File: src/rtl/fp_mul_arbiter.sv
// Round-robin sequencer sharing one FP multiplier (start/done handshake) among NUM_REQ clients.
// Optional watchdog enabled by defining FPMUL_ARB_TIMEOUT_EN (times out after TIMEOUT WAIT cycles).
module fp_mul_arbiter #(
  parameter int NUM_REQ = 4,
  parameter int IDX_W   = 2,
  parameter int TIMEOUT = 255
) (
  input  logic                   pclk,
  input  logic                   presetn,
  input  logic [NUM_REQ-1:0]     req,
  input  logic [32*NUM_REQ-1:0]  op1_bus,
  input  logic [32*NUM_REQ-1:0]  op2_bus,
  output logic [NUM_REQ-1:0]     resp_valid,
  output logic [31:0]            resp_data,
  output logic                   resp_err,
  output logic                   busy,
  output logic [IDX_W-1:0]       gnt_idx,
  output logic                   mul_start,
  output logic [31:0]            mul_op1,
  output logic [31:0]            mul_op2,
  input  logic                   mul_done,
  input  logic [31:0]            mul_res
);

  localparam int DATA_W = 32;

  if (IDX_W != $clog2(NUM_REQ) || NUM_REQ < 2 || NUM_REQ > 8 || TIMEOUT < 1) begin : g_cfg_chk
    $error("fp_mul_arbiter: inconsistent NUM_REQ/IDX_W/TIMEOUT");
  end

  typedef enum logic [1:0] {S_IDLE, S_ISSUE, S_WAIT, S_RESP} state_t;

  state_t              state, state_nxt;
  logic [IDX_W-1:0]    ptr;
  logic [IDX_W-1:0]    win;
  logic [DATA_W-1:0]   res_q;
  logic [DATA_W-1:0]   res_sel;
  logic                wd_expire;
  logic                wait_exit;

  // First requester at or after ptr, wrapping modulo NUM_REQ.
  function automatic logic [IDX_W-1:0] rr_pick(input logic [NUM_REQ-1:0] r,
                                               input logic [IDX_W-1:0]   p);
    int idx;
    rr_pick = '0;
    for (int k = NUM_REQ - 1; k >= 0; k--) begin
      idx = (int'(p) + k) % NUM_REQ;
      if (r[idx]) rr_pick = IDX_W'(idx);
    end
  endfunction

  function automatic logic [IDX_W-1:0] next_ptr(input logic [IDX_W-1:0] g);
    next_ptr = IDX_W'((int'(g) + 1) % NUM_REQ);
  endfunction

  assign win       = rr_pick(req, ptr);
  assign wait_exit = (state == S_WAIT) && (mul_done || wd_expire);

  always_comb begin
    state_nxt = state;
    case (state)
      S_IDLE:  if (|req) state_nxt = S_ISSUE;
      S_ISSUE: state_nxt = S_WAIT;
      S_WAIT:  if (wait_exit) state_nxt = S_RESP;
      S_RESP:  state_nxt = S_IDLE;
      default: state_nxt = S_IDLE;
    endcase
  end

  // Control and operand latch stage
  always_ff @(posedge pclk or negedge presetn) begin
    if (!presetn) begin
      state   <= S_IDLE;
      ptr     <= '0;
      gnt_idx <= '0;
      mul_op1 <= '0;
      mul_op2 <= '0;
    end else begin
      state <= state_nxt;
      if (state == S_IDLE && |req) begin
        gnt_idx <= win;
        mul_op1 <= op1_bus[32*win +: 32];
        mul_op2 <= op2_bus[32*win +: 32];
      end
      if (state == S_RESP) ptr <= next_ptr(gnt_idx);
    end
  end

`ifdef FPMUL_ARB_TIMEOUT_EN
  localparam int                WD_W = (TIMEOUT > 1) ? $clog2(TIMEOUT + 1) : 1;
  localparam logic [DATA_W-1:0] QNAN = 32'h7FC0_0000;

  logic [WD_W-1:0] wdog;
  logic            err_q;

  always_ff @(posedge pclk or negedge presetn) begin
    if (!presetn) begin
      wdog  <= '0;
      err_q <= 1'b0;
    end else begin
      if (state == S_ISSUE)     wdog <= '0;
      else if (state == S_WAIT) wdog <= wdog + 1'b1;
      if (wait_exit)            err_q <= ~mul_done;
    end
  end

  // A real done in the expiring cycle still wins over the timeout.
  assign wd_expire = (state == S_WAIT) && (wdog == WD_W'(TIMEOUT - 1));
  assign res_sel   = mul_done ? mul_res : QNAN;
  assign resp_err  = (state == S_RESP) && err_q;
`else
  assign wd_expire = 1'b0;
  assign res_sel   = mul_res;
  assign resp_err  = 1'b0;
`endif

  // Result capture stage; data path is not reset since it is gated by state
  always_ff @(posedge pclk) begin
    if (wait_exit) res_q <= res_sel;
  end

  assign busy       = (state != S_IDLE);
  assign mul_start  = (state == S_ISSUE);
  assign resp_valid = (state == S_RESP) ? ({{(NUM_REQ-1){1'b0}}, 1'b1} << gnt_idx) : '0;
  assign resp_data  = (state == S_RESP) ? res_q : '0;

endmodule

File: config.mk
export PLATFORM = sky130hd
export DESIGN_NAME = fp_mul_arbiter
export DESIGN_NICKNAME = d
export VERILOG_FILES = /design/src/rtl/fp_mul_arbiter.sv
export SDC_FILE = /design/constraint.sdc
export NUM_CORES = 1
export LEC_CHECK = 0
export CAP_MARGIN = 20
export CORE_AREA = 5 5 150 152
export CTS_CLUSTER_DIAMETER = 120
export CTS_CLUSTER_SIZE = 10
export DETAILED_ROUTE_END_ITERATION = 6
export DIE_AREA = 0 0 155 157
export MAX_ROUTING_LAYER = met4
export PLACE_DENSITY_LB_ADDON = 0.25
export SLEW_MARGIN = 20
export SYNTH_ARGS = -nofsm -noshare
export SYNTH_HDL_FRONTEND = slang
export SYNTH_SLANG_ARGS = --single-unit
File: constraint.sdc
create_clock -name pclk -period 5.8 [get_ports pclk]
set_clock_uncertainty 0.15 [all_clocks]
set_input_delay 0.58 -clock pclk [delete_from_list [all_inputs] [get_ports pclk]]
set_output_delay 0.58 -clock pclk [all_outputs]
set_load 0.02 [all_outputs]
==> metrics, run 1 <==
final WL 22,030 um; P_int 2.742 mW; crit start category input port; Final Slew Violations 0; final total power 4.652 mW; register clock-pin slew on the reported worst setup and hold paths 0.07 ns; die area 24,340 um^2; final-report hold violation count 0; RSZ-0062 raised after global routing false; largest cells by area after synthesis dfrtp_1 28%, mux2i_1 21%, edfxtp_1 16%, o221ai_2 16%, nand2_1 4.1%; Hold Path Class input port to async pin; setup TNS 0 ns; status completed; most frequent cells in the layout 397 x clkdlybuf4s50_1, 128 x mux2i_1, 70 x dfrtp_1, 68 x nand2_1, 64 x o221ai_2; nets 1,153; grt total ovfl 0; Max stage delay on crit path 0.71 ns; max-cap viol count 0; Yosys warnings 0; first drt pass iteration count 6; DRT iter0 DRCs 207; kind of critical path input port to flip-flop; DP HPWL 16,910 um; Initial Utilization 29.51%; Reg power frac 25.9%; vias in the first global route 5,479; sequential fraction of the synthesis area 44.00%; Syn Std Cell Area 6165 um^2; DP Area 10,110 um^2; routed vias/inst 4.641; first-pass GRT wire length 32,130 um; Clock Tree Root clkbuf_16; H-tree depth 3; CTS hold repair buffers 0; Final period util 53.52%; All-Layer GR Usage 17.62%; die span in x 155 um; critical path fanouts, max 41; Clk pwr share 14.6%; Crit path max-delay family buffers and inverters; Setup crit end kind flip-flop; largest net degree at the start of global routing 130; CTS sink cnt 102; maximum buffer depth of the clock tree 2; initial antenna violation count 0; # DRC 0; CP arrival 3.15 ns; Post-DRT Antenna Nets 0; WP data required 5.84 ns; Setup Slack @ Placement 2.325 ns; power per cell area 445.5 nW/um^2; ANT cells 0; clock insertion delay at the later pin of the skew report 0.34 ns; syn nets 780; area share of the largest cell type after synthesis 28.41%; # rows 53; Core ar. 20,890 um^2; setup ws final 2.696 ns; synthesized instance count 477; Die Y 157 um; # port buffers 398; Setup Fix Bufs, Post-CTS 0; Slew headroom 36.86%; switching share of power 41.06%; PostCTS Resize Cnt 0; layout cells sized above 1 10.88%; Worst Path Buf+Inv 2; Worst Tran Pin Value 0.9470 ns; Synth Register Bits 102; Ports 400; vias 5,244; fin area 10,440 um^2; Avg WL per Cell 19.49 um; Combinational Power Share 59.5%; TritonCTS Buffers 9; GPL Wtd Cong 0.8074; Layout area overhead 69.37%; distinct cell type count of the synthesized netlist 30; Mapped Avg Cell Area 12.92 um^2; cell taking the most area after synthesis dfrtp_1; Cell Chain, Critical Path clkdlybuf4s50_1 -> nor2b_1 -> nor2_1 -> o22ai_1 -> or2_4 -> buf_4 -> o221ai_2; Setup-failing EPs final 0; achievable frequency 322.1 MHz; P_leak 4.322 nW; commonest non-fill, non-tap cell in the layout clkdlybuf4s50_1; peak supply drop 0.0003303 V; CTS tree yes; P_sw 1.910 mW; min Tclk post-route 3.104 ns; Slowest-stage cell, CP or2_4
## Yosys cell counts
| master | number |
|---|---|
| clkbuf_1 | 9 |
| buf_6 | 5 |
| o22a_1 | 1 |
| o221ai_2 | 64 |
| mux2_2 | 1 |
| dfrtp_1 | 70 |
| buf_4 | 12 |
| o21ai_1 | 1 |
| o21ai_0 | 1 |
| or2_1 | 1 |
| and2_1 | 37 |
| nor2_1 | 2 |
| nand2b_1 | 2 |
| o221a_1 | 1 |
| nand2_1 | 68 |
| inv_1 | 7 |
| mux2i_1 | 128 |
| o22ai_1 | 1 |
| nor4_1 | 1 |
| edfxtp_1 | 32 |
| a21o_1 | 1 |
| buf_2 | 2 |
| nor2b_1 | 3 |
| o22ai_2 | 1 |
| bufbuf_8 | 1 |
| nor3_2 | 1 |
| buf_12 | 12 |
| conb_1 | 1 |
| ha_1 | 8 |
| a21oi_1 | 3 |
## worst paths after layout
| path | to | slack, ns | start | cells after the start |
|---|---|---|---|---|
| min | mul_op1[19]$_DFFE_PN0P_ | 0.21 | presetn | 1 |
| min reg2reg | mul_op2[25]$_DFFE_PN0P_ | 0.33 | mul_op2[25]$_DFFE_PN0P_ | 2 |
| min in group pclk | mul_op2[25]$_DFFE_PN0P_ | 0.33 | mul_op2[25]$_DFFE_PN0P_ | 2 |
| max in group asynchronous | mul_op2[23]$_DFFE_PN0P_ | 4.66 | presetn | 1 |
| max | mul_op1[22]$_DFFE_PN0P_ | 2.70 | req[0] | 7 |
| max reg2reg | mul_op1[22]$_DFFE_PN0P_ | 3.05 | ptr[0]$_DFFE_PN0P_ | 6 |
## per-stage QoR
step / instances / hold WS [ns] / util [%]
5_1_grt: 1130 / 0.3109 / 49.99
6_report: 1130 / 0.2105 / 49.99
3_3_place_gp: 1114 / 0.3195 / 48.40
2_1_floorplan: 477 / 0.1344 / -
3_5_place_dp: 1114 / 0.3202 / 48.40
4_1_cts: 1130 / 0.2560 / 49.97
## flip-flops by register name, summed over array words and instances (netlist names)
name / cells
mul_op2: 32
gnt_idx: 2
state: 2
res_q: 32
mul_op1: 32
ptr: 2
## power groups by stage
| stage | Clock [mW] | Combinational (mW) | Sequential, mW |
|---|---|---|---|
| finish | 0.679 | 2.77 | 1.21 |
| global route | 0.737 | 2.99 | 1.24 |
| CTS | 0.705 | 2.83 | 1.21 |
| detailed placement | 0 | 2.82 | 1.21 |
| global placement | 0 | 2.81 | 1.22 |
| floorplan | 0 | 1.61 | 1.46 |
## per-layer routing
metal / track usage [%] / share of wire, %
met4: 6.350 / 2.7
met2: 29.99 / 52
met1: 20.38 / 39
met5: - / 0
met3: 4.152 / 7.1
## cells by family (layout without fill, tap and decap cells)
group,count (synthesis),in the layout,share of synthesized area [%]
AOI/OAI and AO/OA,74,74,16.74
and+or+nand+nor,115,115,8.890
DFF,102,102,44.00
buffers and inverters,48,426,7.713
muxes,129,129,20.97
adders and majority gates,8,8,1.624
other,1,1,0.06083
## layout make-up
cell class                      count  area (um^2)
Clock buffer                        9        225.2
Clock inverter                      7        102.6
Fill cell                        1921        10450
Inverter                            7        26.28
Multi-Input combinational cell    327         2999
Sequential cell                   102         2713
Tap cell                          275        344.1
Timing Repair Buffer              403         4031
Power figures use the tool's default switching activity.
==> run 2: changes to the inputs <==
Settings changed: CORE_AREA 5 5 150 152 to 5 5 152 154, DIE_AREA 0 0 155 157 to 0 0 157 159.
Clock period 5.8 ns to 3.25 ns, I/O delays scaled along.
==> metrics, run 2 (synthesized netlist as in run 1, its figures left out) <==
status completed; Crit. path cell count 4; final-report hold violation count 0; register clock-pin slew on the reported worst setup and hold paths 0.08 ns; CTS sink cnt 102; Max stage delay on crit path 0.63 ns; # DRC 0; Core ar. 21,550 um^2; Hold Path Class flip-flop to flip-flop; setup TNS 0 ns; DP HPWL 17,930 um; clock insertion delay at the later pin of the skew report 0.35 ns; WP data required 2.77 ns; M3 GR Usage 4.349%; peak supply drop 0.0003901 V; CTS hold repair buffers 1; die span in x 157 um; RSZ-0062 raised after global routing false; Most Crowded Layer GR met2; non-filler instance count after layout 1,149; PostCTS Resize Cnt 0; Setup crit end kind output port; Clock Tree Root clkbuf_16; Setup-failing EPs final 0; Avg WL per Cell 19.63 um; fill cell count 1,982; max-cap viol count 0; Crit path max-delay family buffers and inverters; met1 usage 19.27%; TritonCTS Buffers 9; critical path fanouts, max 32; maximum buffer depth of the clock tree 2; # rows 54; DRT iter0 DRCs 235; placed cells 1,131; # port buffers 398; Top Registers mul_op1 (32), mul_op2 (32), res_q (32); commonest non-fill, non-tap cell in the layout clkdlybuf4s50_1; H-tree depth 3; Die Y 159 um; fin area 10,610 um^2; final WL 22,560 um; kind of critical path flip-flop to output port; CTS tree yes; most frequent cells in the layout 397 x clkdlybuf4s50_1, 128 x mux2i_1, 70 x dfrtp_1, 68 x nand2_1, 64 x o221ai_2; Worst Reg-to-Reg Cells 7; layout cells sized above 1 11.98%; Final period util 83.62%; R2R Path End mul_op2[11]$_DFFE_PN0P_; DP Area 10,290 um^2; R2R Path Start ptr[0]$_DFFE_PN0P_; first drt pass iteration count 4; routed vias/inst 4.682; Ports 400; critical path endpoint resp_data[26]; final total power 8.364 mW; Final Slew Violations 0; first-pass GRT wire length 33,020 um; Worst Path Buf+Inv 2; Setup Fix Bufs, Post-CTS 0; Post-DRT Antenna Nets 0; Worst Tran Pin Value 0.9687 ns; worst setup path start state[0]$_DFFE_PN0P_; vias in the first global route 5,673; P_leak 4.405 nW; grt total ovfl 0; CP arrival 2.24 ns; All-Layer GR Usage 17.66%; Setup Slack @ Placement 0.6215 ns; min Tclk post-route 2.718 ns; setup ws final 0.5323 ns; vias 5,380; hold-critical path depth 2; crit start category flip-flop; largest net degree at the start of global routing 71; Initial Utilization 28.60%; M2 GR Usage 31.48%; power per cell area 788.5 nW/um^2; die area 24,960 um^2; nets 1,166; GPL Wtd Cong 0.7512; Cell Chain, Critical Path ha_1 -> buf_4 -> and2_1 -> clkdlybuf4s50_1; initial antenna violation count 1; Layout area overhead 72.05%; Slew headroom 35.42%; Slowest-stage cell, CP clkdlybuf4s50_1; reg2reg setup slack 1.07 ns; achievable frequency 368.0 MHz
## run 2: cell count changes in the layout (fill, tap and decap cells not counted), moves of 2 or more
| cell | before | now |
|---|---|---|
| bufinv_16 | 2 | 0 |
| buf_12 | 1 | 8 |
| buf_4 | 5 | 10 |
| clkinvlp_4 | 0 | 2 |
| inv_8 | 1 | 3 |
## run 2: power breakdown
group	internal [mW]	switching, mW	leakage (nW)	total [mW]
clock network	0.547	0.559	0.141	1.11
registers	1.85	0.277	1.15	2.13
logic	2.49	2.64	3.11	5.13
## run 2: worst reg2reg max path, delay by kind of cell (launching register included)
family,cells,cell delay [ns]
AOI/OAI and AO/OA,3,0.56
muxes,1,0.24
buffers and inverters,3,0.70
DFF,1,0.43
## run 2: worst min-delay path by stage
stage                                  from                       to
floorplan                           presetn   gnt_idx[0]$_DFFE_PN0P_
global placement    mul_op1[19]$_DFFE_PN0P_  mul_op1[19]$_DFFE_PN0P_
detailed placement   mul_op1[6]$_DFFE_PN0P_   mul_op1[6]$_DFFE_PN0P_
CTS                  mul_op1[8]$_DFFE_PN0P_   mul_op1[8]$_DFFE_PN0P_
global route                     mul_res[5]       res_q[5]$_DFFE_PP_
finish               mul_op1[8]$_DFFE_PN0P_   mul_op1[8]$_DFFE_PN0P_
## run 2: area by class of cell
class                   count  area (um^2)  area share, %
multi-input cells         327         2997          28.25
repair buffers            416         4219          39.78
flip-flops and latches    102         2713          25.58
clock buffers               9        225.2          2.123
inverters                   7        26.28         0.2477
clock inverters             7        73.82         0.6960
well taps                 280        350.3          3.303
diodes                      1        2.502        0.02359
## run 2: through the flow
step	hold WS [ns]	util, %
after global routing	0.3447	49.21
after floorplan	-0.1206	-
after detailed placement	0.3197	47.77
after global placement	0.3227	47.77
after CTS	0.3424	49.20
final	0.3397	49.21
## run 2: layer usage
layer / vias up / part of all wire (%)
li1: 2565 / -
met4: 0 / 2.0
met1: 2558 / 38
met3: 23 / 8.3
met2: 234 / 51
met5: - / 0
==> run 3: changes to the inputs <==
Clock period 3.25 ns to 2.3 ns, I/O delays scaled along.
==> metrics, run 3 (synthesized netlist as in run 1, its figures left out) <==
status completed; final WL 22,570 um; Avg WL per Cell 19.32 um; register clock-pin slew on the reported worst setup and hold paths 0.08 ns; Slowest-stage cell, CP clkdlybuf4s50_1; die area 24,960 um^2; H-tree depth 3; largest net degree at the start of global routing 45; Ports 400; Finished Core Util 50.06%; die span in x 157 um; DRT iter0 DRCs 173; CP arrival 1.77 ns; routed vias/inst 4.614; DP Area 10,510 um^2; Final period util 93.64%; worst hold slack 0.2579 ns; Reg area 2713 um^2; final-report hold violation count 0; # port buffers 398; ANT cells 0; Setup-failing EPs final 0; Post-DRT Antenna Nets 0; multi-input combinational cell area 2997 um^2; Hold Path Class input port to async pin; maximum buffer depth of the clock tree 2; first drt pass iteration count 5; Clock Tree Root clkbuf_16; Core ar. 21,550 um^2; most frequent cells in the layout 361 x clkdlybuf4s50_1, 128 x mux2i_1, 70 x dfrtp_1, 68 x nand2_1, 64 x o221ai_2; Layout area overhead 75.02%; vias in the first global route 5,704; setup TNS 0 ns; # DRC 0; Final Slew Violations 0; final total power 12.03 mW; commonest non-fill, non-tap cell in the layout clkdlybuf4s50_1; max-cap viol count 0; Cell Chain, Critical Path inv_1 -> ha_1 -> inv_1 -> clkdlybuf4s50_1; RSZ-0062 raised after global routing false; initial antenna violation count 0; fin area 10,790 um^2; min Tclk post-route 2.154 ns; Initial Utilization 28.60%; vias 5,389; peak supply drop 0.0005757 V; nets 1,186; CTS sink cnt 102; most frequent CP cell inv_1; Top Registers mul_op1 (32), mul_op2 (32), res_q (32); Die Y 159 um; layout cells sized above 1 13.96%; All-Layer GR Usage 17.84%; grt total ovfl 0; Slew headroom 62.06%; DP HPWL 17,930 um; achievable frequency 464.3 MHz; Worst Tran Pin Value 0.5690 ns; Max stage delay on crit path 0.61 ns; Setup crit end kind output port; P_leak 4.684 nW; first-pass GRT wire length 33,690 um; fill cell count 1,971; clock insertion delay at the later pin of the skew report 0.35 ns; GPL Wtd Cong 0.7915; crit start category flip-flop; # rows 54; power per cell area 1115 nW/um^2; kind of critical path flip-flop to output port; CTS tree yes; WP data required 1.92 ns; critical path fanouts, max 4; TritonCTS Buffers 9
-- run 3: what timing repair did --
action	4_1_cts	5_1_grt
buffers inserted	0	0
hold buffers	1	0
setup endpoints to repair	36	0
resized for setup	36	0
hold endpoints to repair	35	0
-- run 3: critical path: cells and delay by family, from the launching register on --
| kind | cells | cell delay (ns) |
|---|---|---|
| buffers and inverters | 3 | 0.76 |
| DFF | 1 | 0.41 |
| adders and majority gates | 1 | 0.26 |
-- run 3: layer usage --
| layer | GRT usage [%] | vias to the layer above | routed length [um] |
|---|---|---|---|
| li1 | - | 2604 | - |
| met1 | 20.29 | 2536 | 8792 |
| met2 | 31.48 | 234 | 11670 |
| met3 | 4.648 | 15 | 1838 |
| met4 | 3.748 | 0 | 272 |
| met5 | - | - | 0 |
-- run 3: per-stage QoR --
stage,instances,setup WS [ns]
floorplan,477,0.3194
global placement,1151,-0.05385
detailed placement,1151,-0.09907
CTS,1168,0.1021
global route,1168,0.05411
finish,1168,0.1462
-- run 3: final timing paths --
kind	startpoint	endpoint	slack, ns	cells after the start
setup / recovery	state[0]$_DFFE_PN0P_	busy	0.15	4
hold / removal	presetn	mul_op1[2]$_DFFE_PN0P_	0.26	2
setup reg to reg	ptr[0]$_DFFE_PN0P_	mul_op1[11]$_DFFE_PN0P_	0.25	6
hold reg to reg	mul_op1[3]$_DFFE_PN0P_	mul_op1[3]$_DFFE_PN0P_	0.34	2
max in group asynchronous	presetn	mul_op1[28]$_DFFE_PN0P_	1.12	3
min in group pclk	mul_res[14]	res_q[14]$_DFFE_PP_	0.27	1
-- run 3: power breakdown --
part	internal, mW	leakage, nW	switching (mW)
Combinational	3.65	3.38	3.76
Clock	0.789	0.154	0.819
Sequential	2.62	1.15	0.389
-- run 3: area by class of cell --
type                    instances  share of cell area [%]
flip-flops and latches        102                   25.14
inverters                       7                  0.2435
multi-input cells             327                   27.77
well taps                     280                   3.247
clock inverters                 7                  0.8466
repair buffers                436                   40.66
clock buffers                   9                   2.087
